===== src/rtl/dz_scan_if.sv =====
// dz_scan_if: bus bundle between the dz display path and the scan driver.
//   master : upstream logic (drives enable, writes, swap requests, brightness;
//            observes pins and status)
//   slave  : dz_scan itself
// Signals:
//   enable      scan when 1, blank and hold when 0
//   wr_en       back-buffer write strobe
//   wr_row      row index of the write (values >= ROWS are ignored)
//   wr_r/wr_g   red / green bitmap for wr_row
//   swap_req    request a front/back exchange at the next frame boundary
//   brightness  lit cycles per row slot (clamped to DWELL-BLANK)
//   row         active-low one-hot row select
//   colr/colg   active-high red / green columns
//   swap_pend   swap requested but not yet executed
//   frame_start one-cycle pulse when the pins show row 0, slot cycle 0
interface dz_scan_if #(
  parameter int ROWS  = 8,
  parameter int COLS  = 8,
  parameter int DWELL = 16
);
  localparam int RW = $clog2(ROWS);
  localparam int BW = $clog2(DWELL + 1);

  logic            enable;
  logic            wr_en;
  logic [RW-1:0]   wr_row;
  logic [COLS-1:0] wr_r;
  logic [COLS-1:0] wr_g;
  logic            swap_req;
  logic [BW-1:0]   brightness;
  logic [ROWS-1:0] row;
  logic [COLS-1:0] colr;
  logic [COLS-1:0] colg;
  logic            swap_pend;
  logic            frame_start;

  modport master (
    output enable, wr_en, wr_row, wr_r, wr_g, swap_req, brightness,
    input  row, colr, colg, swap_pend, frame_start
  );

  modport slave (
    input  enable, wr_en, wr_row, wr_r, wr_g, swap_req, brightness,
    output row, colr, colg, swap_pend, frame_start
  );
endinterface


===== src/rtl/dz_scan.sv =====
// dz_scan: double-buffered RGY dot-matrix scan driver.
// Upstream writes row bitmaps into the back buffer and requests a swap; the
// swap is taken at the next frame boundary. The front buffer is scanned row
// by row, each row slot being DWELL cycles long with BLANK dark cycles at the
// start followed by a PWM window of `brightness` lit cycles.
// Ports:
//   clk  scan clock
//   rst  asynchronous active-low reset (clears buffers, blanks pins)
//   bus  dz_scan_if slave modport (see interface header)
// All pins are registered: they show the scan state of the previous cycle.
module dz_scan #(
  parameter int ROWS  = 8,
  parameter int COLS  = 8,
  parameter int DWELL = 16,
  parameter int BLANK = 2
) (
  input  logic       clk,
  input  logic       rst,
  dz_scan_if.slave   bus
);
  localparam int RW  = $clog2(ROWS);
  localparam int BW  = $clog2(DWELL + 1);
  localparam int BW1 = BW + 1;
  localparam int RW1 = RW + 1;
  localparam int DW  = $clog2(DWELL);
  localparam int CW  = 2 * COLS;

  localparam logic [RW-1:0] R_LAST  = RW'(ROWS - 1);
  localparam logic [DW-1:0] D_LAST  = DW'(DWELL - 1);
  localparam logic [BW-1:0] B_MAX   = BW'(DWELL - BLANK);
  localparam logic [BW:0]   BLANK_W = BW1'(BLANK);

  logic [RW-1:0]   r_q, r_d;
  logic [DW-1:0]   d_q, d_d;
  logic            sel_q, sel_d;
  logic            pend_q, pend_d;
  logic [CW-1:0]   buf0_q [ROWS];
  logic [CW-1:0]   buf1_q [ROWS];
  logic [ROWS-1:0] row_q, row_d;
  logic [COLS-1:0] colr_q, colr_d;
  logic [COLS-1:0] colg_q, colg_d;
  logic            fs_q, fs_d;

  logic            boundary_s;
  logic            lit_s;
  logic            wr_ok_s;
  logic [BW-1:0]   eff_s;
  logic [BW:0]     lim_s;
  logic [BW:0]     d_ext_s;
  logic [CW-1:0]   front_s;

  // Scan sequencing, swap arbitration and next pin values.
  always_comb begin
    // With enable low every cycle is a frame boundary so swaps are not stalled.
    boundary_s = !bus.enable || ((r_q == R_LAST) && (d_q == D_LAST));
    // Widen wr_row by one bit so the range check stays meaningful for any ROWS.
    wr_ok_s    = bus.wr_en && ({1'b0, bus.wr_row} < RW1'(ROWS));
    eff_s      = (bus.brightness > B_MAX) ? B_MAX : bus.brightness;
    lim_s      = BLANK_W + BW1'(eff_s);
    d_ext_s    = BW1'(d_q);
    lit_s      = bus.enable && (d_ext_s >= BLANK_W) && (d_ext_s < lim_s);
    front_s    = sel_q ? buf1_q[r_q] : buf0_q[r_q];

    if (!bus.enable) begin
      r_d = {RW{1'b0}};
      d_d = {DW{1'b0}};
    end else if (d_q == D_LAST) begin
      d_d = {DW{1'b0}};
      r_d = (r_q == R_LAST) ? {RW{1'b0}} : r_q + RW'(1);
    end else begin
      d_d = d_q + DW'(1);
      r_d = r_q;
    end

    // A request coinciding with the boundary is consumed there and never
    // shows as pending; repeated requests collapse into one toggle.
    if (boundary_s && (pend_q || bus.swap_req)) begin
      sel_d  = ~sel_q;
      pend_d = 1'b0;
    end else if (bus.swap_req) begin
      sel_d  = sel_q;
      pend_d = 1'b1;
    end else begin
      sel_d  = sel_q;
      pend_d = pend_q;
    end

    if (lit_s) begin
      row_d  = ~({{(ROWS-1){1'b0}}, 1'b1} << r_q);
      colr_d = front_s[CW-1:COLS];
      colg_d = front_s[COLS-1:0];
    end else begin
      row_d  = {ROWS{1'b1}};
      colr_d = {COLS{1'b0}};
      colg_d = {COLS{1'b0}};
    end

    fs_d = bus.enable && (r_q == {RW{1'b0}}) && (d_q == {DW{1'b0}});
  end

  // Scan counters, buffer select, swap flag and registered pins.
  always_ff @(posedge clk or negedge rst) begin
    if (!rst) begin
      r_q    <= {RW{1'b0}};
      d_q    <= {DW{1'b0}};
      sel_q  <= 1'b0;
      pend_q <= 1'b0;
      row_q  <= {ROWS{1'b1}};
      colr_q <= {COLS{1'b0}};
      colg_q <= {COLS{1'b0}};
      fs_q   <= 1'b0;
    end else begin
      r_q    <= r_d;
      d_q    <= d_d;
      sel_q  <= sel_d;
      pend_q <= pend_d;
      row_q  <= row_d;
      colr_q <= colr_d;
      colg_q <= colg_d;
      fs_q   <= fs_d;
    end
  end

  // Frame buffers; writes always target the buffer that is back before any
  // swap taken in the same cycle, so a boundary-cycle write becomes front.
  always_ff @(posedge clk or negedge rst) begin
    if (!rst) begin
      for (int i = 0; i < ROWS; i++) begin
        buf0_q[i] <= {CW{1'b0}};
        buf1_q[i] <= {CW{1'b0}};
      end
    end else if (wr_ok_s) begin
      if (sel_q) begin
        buf0_q[bus.wr_row] <= {bus.wr_r, bus.wr_g};
      end else begin
        buf1_q[bus.wr_row] <= {bus.wr_r, bus.wr_g};
      end
    end
  end

  assign bus.row         = row_q;
  assign bus.colr        = colr_q;
  assign bus.colg        = colg_q;
  assign bus.swap_pend   = pend_q;
  assign bus.frame_start = fs_q;
endmodule

===== src/flat_wrapper.sv =====
// flat-port wrapper written by rule: the top's interface ports become plain ports
module dz_scan_flat 
#(
  parameter int ROWS  = 8,
  parameter int COLS  = 8,
  parameter int DWELL = 16,
  parameter int BLANK = 2
)
  (clk, rst, bus_enable, bus_wr_en, bus_wr_row, bus_wr_r, bus_wr_g, bus_swap_req, bus_brightness, bus_row, bus_colr, bus_colg, bus_swap_pend, bus_frame_start);
  dz_scan_if #(.ROWS(ROWS), .COLS(COLS), .DWELL(DWELL)) bus_i ();
  input  logic clk;
  input  logic rst;
  input wire logic [$bits(bus_i.enable)-1:0] bus_enable;
  input wire logic [$bits(bus_i.wr_en)-1:0] bus_wr_en;
  input wire logic [$bits(bus_i.wr_row)-1:0] bus_wr_row;
  input wire logic [$bits(bus_i.wr_r)-1:0] bus_wr_r;
  input wire logic [$bits(bus_i.wr_g)-1:0] bus_wr_g;
  input wire logic [$bits(bus_i.swap_req)-1:0] bus_swap_req;
  input wire logic [$bits(bus_i.brightness)-1:0] bus_brightness;
  output wire logic [$bits(bus_i.row)-1:0] bus_row;
  output wire logic [$bits(bus_i.colr)-1:0] bus_colr;
  output wire logic [$bits(bus_i.colg)-1:0] bus_colg;
  output wire logic [$bits(bus_i.swap_pend)-1:0] bus_swap_pend;
  output wire logic [$bits(bus_i.frame_start)-1:0] bus_frame_start;
  assign bus_i.enable = bus_enable;
  assign bus_i.wr_en = bus_wr_en;
  assign bus_i.wr_row = bus_wr_row;
  assign bus_i.wr_r = bus_wr_r;
  assign bus_i.wr_g = bus_wr_g;
  assign bus_i.swap_req = bus_swap_req;
  assign bus_i.brightness = bus_brightness;
  assign bus_row = bus_i.row;
  assign bus_colr = bus_i.colr;
  assign bus_colg = bus_i.colg;
  assign bus_swap_pend = bus_i.swap_pend;
  assign bus_frame_start = bus_i.frame_start;
  dz_scan #(.ROWS(ROWS), .COLS(COLS), .DWELL(DWELL), .BLANK(BLANK)) u_core (.clk(clk), .rst(rst), .bus(bus_i));
endmodule

===== config.mk =====
export PLATFORM = sky130hd
export DESIGN_NAME = dz_scan_flat
export DESIGN_NICKNAME = d
export VERILOG_FILES = /design/src/rtl/dz_scan_if.sv /design/src/rtl/dz_scan.sv /design/src/flat_wrapper.sv
export SDC_FILE = /design/constraint.sdc
export NUM_CORES = 1
export LEC_CHECK = 0
export ABC_AREA = 1
export BUFFER_PORTS_ARGS = -buffer_cell sky130_fd_sc_hd__buf_4
export CORE_ASPECT_RATIO = 0.6
export CORE_MARGIN = 5
export CORE_UTILIZATION = 50
export CTS_BUF_LIST = sky130_fd_sc_hd__clkbuf_16
export DETAILED_ROUTE_END_ITERATION = 8
export GPL_TIMING_DRIVEN = 0
export MAX_ROUTING_LAYER = met4
export PLACE_DENSITY = 0.78
export SLEW_MARGIN = 40
export SYNTH_ARGS = -nofsm -noshare
export SYNTH_HDL_FRONTEND = slang
export SYNTH_SLANG_ARGS = --single-unit

===== constraint.sdc =====
create_clock -name clk -period 2 [get_ports clk]
set_clock_uncertainty 0.2 [all_clocks]
set_input_delay 0.2 -clock clk [delete_from_list [all_inputs] [get_ports clk]]
set_output_delay 0.2 -clock clk [all_outputs]
set_load 0.005 [all_outputs]

==> summary.txt <==
Cells and area
  • Share of final-layout standard cells stronger than drive strength 1: 16.4%
  • Utilization after layout: 62.1%
  • Synthesis-to-finish area growth: 21.4%
  • Antenna cells: 0
  • Post-layout nets: 1,734
  • Highest-count cells in the layout ignoring fill and taps: sky130_fd_sc_hd__nand2_1 (470), sky130_fd_sc_hd__dfrtp_1 (282), sky130_fd_sc_hd__nand3_1 (198), sky130_fd_sc_hd__o21ai_0 (174), sky130_fd_sc_hd__nor2_1 (103)
  • Most common library cell in the layout ignoring fill and taps: sky130_fd_sc_hd__nand2_1

Global routing
  • Pin count of the biggest net entering global routing: 72
  • GRT Residual Overflow: 0
  • GRT Total Usage: 33.1%
  • Via count of the first global-routing pass: 11,400
  • Wire length of the first global-routing pass: 71,000 um
  • Initial antenna violation count: 1

Synth
  • Mean cell area of the mapped netlist: 8.26 sq um
  • Number of nets produced by synthesis: 1,622
  • Number of unique standard cell types used by synthesis: 28
  • Synth Register Bits: 290
  • Number of instances in the synthesized netlist: 1,580
  • Number of warnings issued by yosys: 0
  • Share of the yosys chip area belonging to registers: 55.7%
  • Total standard cell area after synthesis: 0.0131 sq mm

STA
  • Final-report max-slew violation count: 0
  • Final number of hold-violating endpoints: 42
  • Transition at the pin with the smallest max-transition slack: 0.863 ns
  • Shortest clock period the worst path allows after layout: 2.06 ns
  • Normalized max-slew margin: 42.4%
  • Fmax: 486 MHz
  • Final Cycle Share: 103%
  • Unrepaired setup endpoints after global routing: yes
  • Setup violation total in the final timing report: 1
  • Final worst setup slack: -0.0557 ns
  • Worst hold-check slack: -0.100 ns

Floorplanning
  • Initial Utilization: 51.2%
  • Die Span X: 219 um
  • FP Rows: 45
  • Number of top-level pins: 55
  • Area of the core: 0.0255 sq mm
  • Die extent in y: 135 um
  • Die ar.: 0.0296 sq mm

Run
  • Number of maximum-capacitance constraint violations: 0

Drt
  • Routed wirelength normalized by instance count: 23.1 um
  • Antenna Nets Post-Route: 0
  • Total wire length after detailed routing: 47,800 um
  • Per-cell via count in the routed design: 5.89
  • DRC violation count after routing: 0
  • Initial DRT Pass Iterations: 7
  • Number of design-rule violations left by the first detailed-router iteration: 1,649
  • Number of vias in the routed layout: 12,200

Pwr
  • Pleak: 0.00753 uW
  • Power Dens Cells: 1430 mW/mm^2
  • Max IR drop VDD: 1030 uV

Placed design
  • Worst setup slack before clock tree synthesis: -0.501 ns
  • RePlAce Congestion: 1.09
  • Sum of net half-perimeters after detailed placement: 34,200 um
  • Count of port buffers added during placement: 53

Worst setup path
  • Data required time of the critical path: 2.28 ns
  • Startpoint kind of the worst setup timing path: flip-flop
  • Worst Path Arrival: 2.34 ns
  • Kind of end point of the critical path: flip-flop
  • Cell with the biggest individual delay on the critical path: sky130_fd_sc_hd__dfrtp_1
  • Slowest stage delay, CP: 0.50 ns
  • CP max FO: 10
  • Cells along the critical path: clkbuf_2 > clkbuf_2 > nand3_1 > nand3_1 > nand2_1 > nor2_1
  • Category of the most critical setup path: flip-flop to flip-flop

Run status
  • Failing checks: negative hold slack, negative setup slack
  • Run status: complete, but fails checks

Clock network
  • Clock Tree Buf Depth: 3
  • Worst-Skew Late Latency: 0.57 ns
  • Total number of H-tree levels: 1
  • Hold buffer count at cts: 23
  • TritonCTS clock tree: yes
  • Number of clock buffers inserted by TritonCTS: 28
  • Count of clock tree sinks: 290
  • Root cell of the clock tree: sky130_fd_sc_hd__clkbuf_16
  • Clock-pin slew on the worst setup and hold paths: 0.07 ns

Worst hold path
  • Classification of the worst-slack hold path: primary input to asynchronous set/reset pin
## cell families (layout without fill, tap and decap cells)
logic type      Yosys count  in the layout  synth area share [%]
flops                   290            290                  55.7
fa+ha+maj                13             13                  1.25
compound gates          263            263                  10.2
simple gates            838            838                  26.9
xor+xnor                  4              4                 0.268
buf+inv                 172            306                  5.77
## synthesized netlist by cell type
cell,count,area [sq um]
sky130_fd_sc_hd__or2_2,4,25.0
sky130_fd_sc_hd__o21a_1,1,7.51
sky130_fd_sc_hd__nand2_2,2,12.5
sky130_fd_sc_hd__buf_1,6,22.5
sky130_fd_sc_hd__inv_1,46,173
sky130_fd_sc_hd__nor4_4,1,21.3
sky130_fd_sc_hd__dfrtp_1,282,7060
sky130_fd_sc_hd__o21ai_1,10,50.1
sky130_fd_sc_hd__xnor2_1,1,8.76
sky130_fd_sc_hd__dfstp_2,8,210
sky130_fd_sc_hd__nand2_1,474,1780
sky130_fd_sc_hd__nand3_2,1,10.0
sky130_fd_sc_hd__clkbuf_1,56,210
sky130_fd_sc_hd__a21oi_2,1,8.76
sky130_fd_sc_hd__nand4_1,11,68.8
sky130_fd_sc_hd__nand3_1,230,1150
sky130_fd_sc_hd__clkinv_1,1,3.75
sky130_fd_sc_hd__a21oi_1,76,380
sky130_fd_sc_hd__xor2_1,3,26.3
sky130_fd_sc_hd__inv_2,5,18.8
sky130_fd_sc_hd__nor3_1,3,15.0
sky130_fd_sc_hd__nor2_1,111,417
sky130_fd_sc_hd__buf_2,44,220
sky130_fd_sc_hd__o21ai_0,174,871
sky130_fd_sc_hd__nand4_2,1,12.5
sky130_fd_sc_hd__o221ai_1,1,8.76
sky130_fd_sc_hd__ha_1,13,163
sky130_fd_sc_hd__buf_4,14,105
## metal layers
| metal | part of all wire, % | vias up | GRT usage, % |
|---|---|---|---|
| li1 | - | 5407 | - |
| met1 | 43 | 5991 | 46.5 |
| met2 | 40 | 652 | 44.4 |
| met3 | 13 | 116 | 13.7 |
| met4 | 3.1 | 0 | 8.82 |
| met5 | 0 | - | - |
## registers in the layout, summed over array words and instances, names as in the netlist
register / flops
u_core.bus.row: 8
u_core.bus.colr: 8
u_core.bus.colg: 8
u_core.bus.frame_start: 1
u_core.r_q: 3
u_core.buf0_q: 128
u_core.sel_q: 1
u_core.bus.swap_pend: 1
u_core.buf1_q: 128
u_core.d_q: 4
## stage by stage
step	TNS, ns	cells	total power, uW	hold WS [ns]	cell area, sq um
finish	-0.0557	2066	22700	-0.100	15800
global route	-0.0337	2066	23900	-0.0752	15800
CTS	-0.00696	2064	22100	-0.0947	15500
detailed placement	-14.62	1989	16400	-0.107	14100
global placement	-568.30	1985	16000	0.216	13900
floorplan	-0.125	1580	13900	-0.296	13100
## path summary, 6_finish.rpt
check,start,to,slack (ns),cells after the start
min in group clk,bus_brightness[0],u_core.bus.row[6]$_DFF_PN1_,-0.01,6
setup reg to reg,u_core.r_q[2]$_DFFE_PN0P_,u_core.bus.colg[5]$_DFF_PN0_,-0.06,6
max in group asynchronous,rst,u_core.d_q[0]$_DFF_PN0_,0.30,5
hold reg to reg,u_core.d_q[0]$_DFF_PN0_,u_core.d_q[0]$_DFF_PN0_,0.28,1
setup / recovery,u_core.r_q[2]$_DFFE_PN0P_,u_core.bus.colg[5]$_DFF_PN0_,-0.06,6
hold / removal,rst,u_core.buf1_q[19]$_DFFE_PN0P_,-0.10,2
## where the power goes
group | leakage (uW) | internal (uW) | switching (uW) | total [uW]
clock network | 0.000466 | 3150 | 2400 | 5550
registers | 0.00357 | 8550 | 1520 | 10100
logic | 0.00350 | 2640 | 4450 | 7090
## area by class of cell
class	count	area [sq um]
plain buffers	120	827
clock buffers	29	726
clock inverters	23	216
fillers	2220	9660
inverters	52	209
multi-input cells	1118	5370
flip-flops and latches	290	7270
well taps	352	440
repair buffers	82	791
## critical path: cells and delay by family (launching register included)
kind / cells / cell delay, ns
AND/OR/NAND/NOR: 4 / 0.58
flip-flops: 1 / 0.50
buffers and inverters: 2 / 0.68
## repair_timing
item | in CTS | in global routing
setup endpoints to repair | 149 | 192
gates cloned | 0 | 1
buffers inserted | 0 | 1
resized for setup | 89 | 108
hold endpoints to repair | 213 | 39
pin swaps | 0 | 7
No activity file was read; power rests on OpenSTA's default activity.
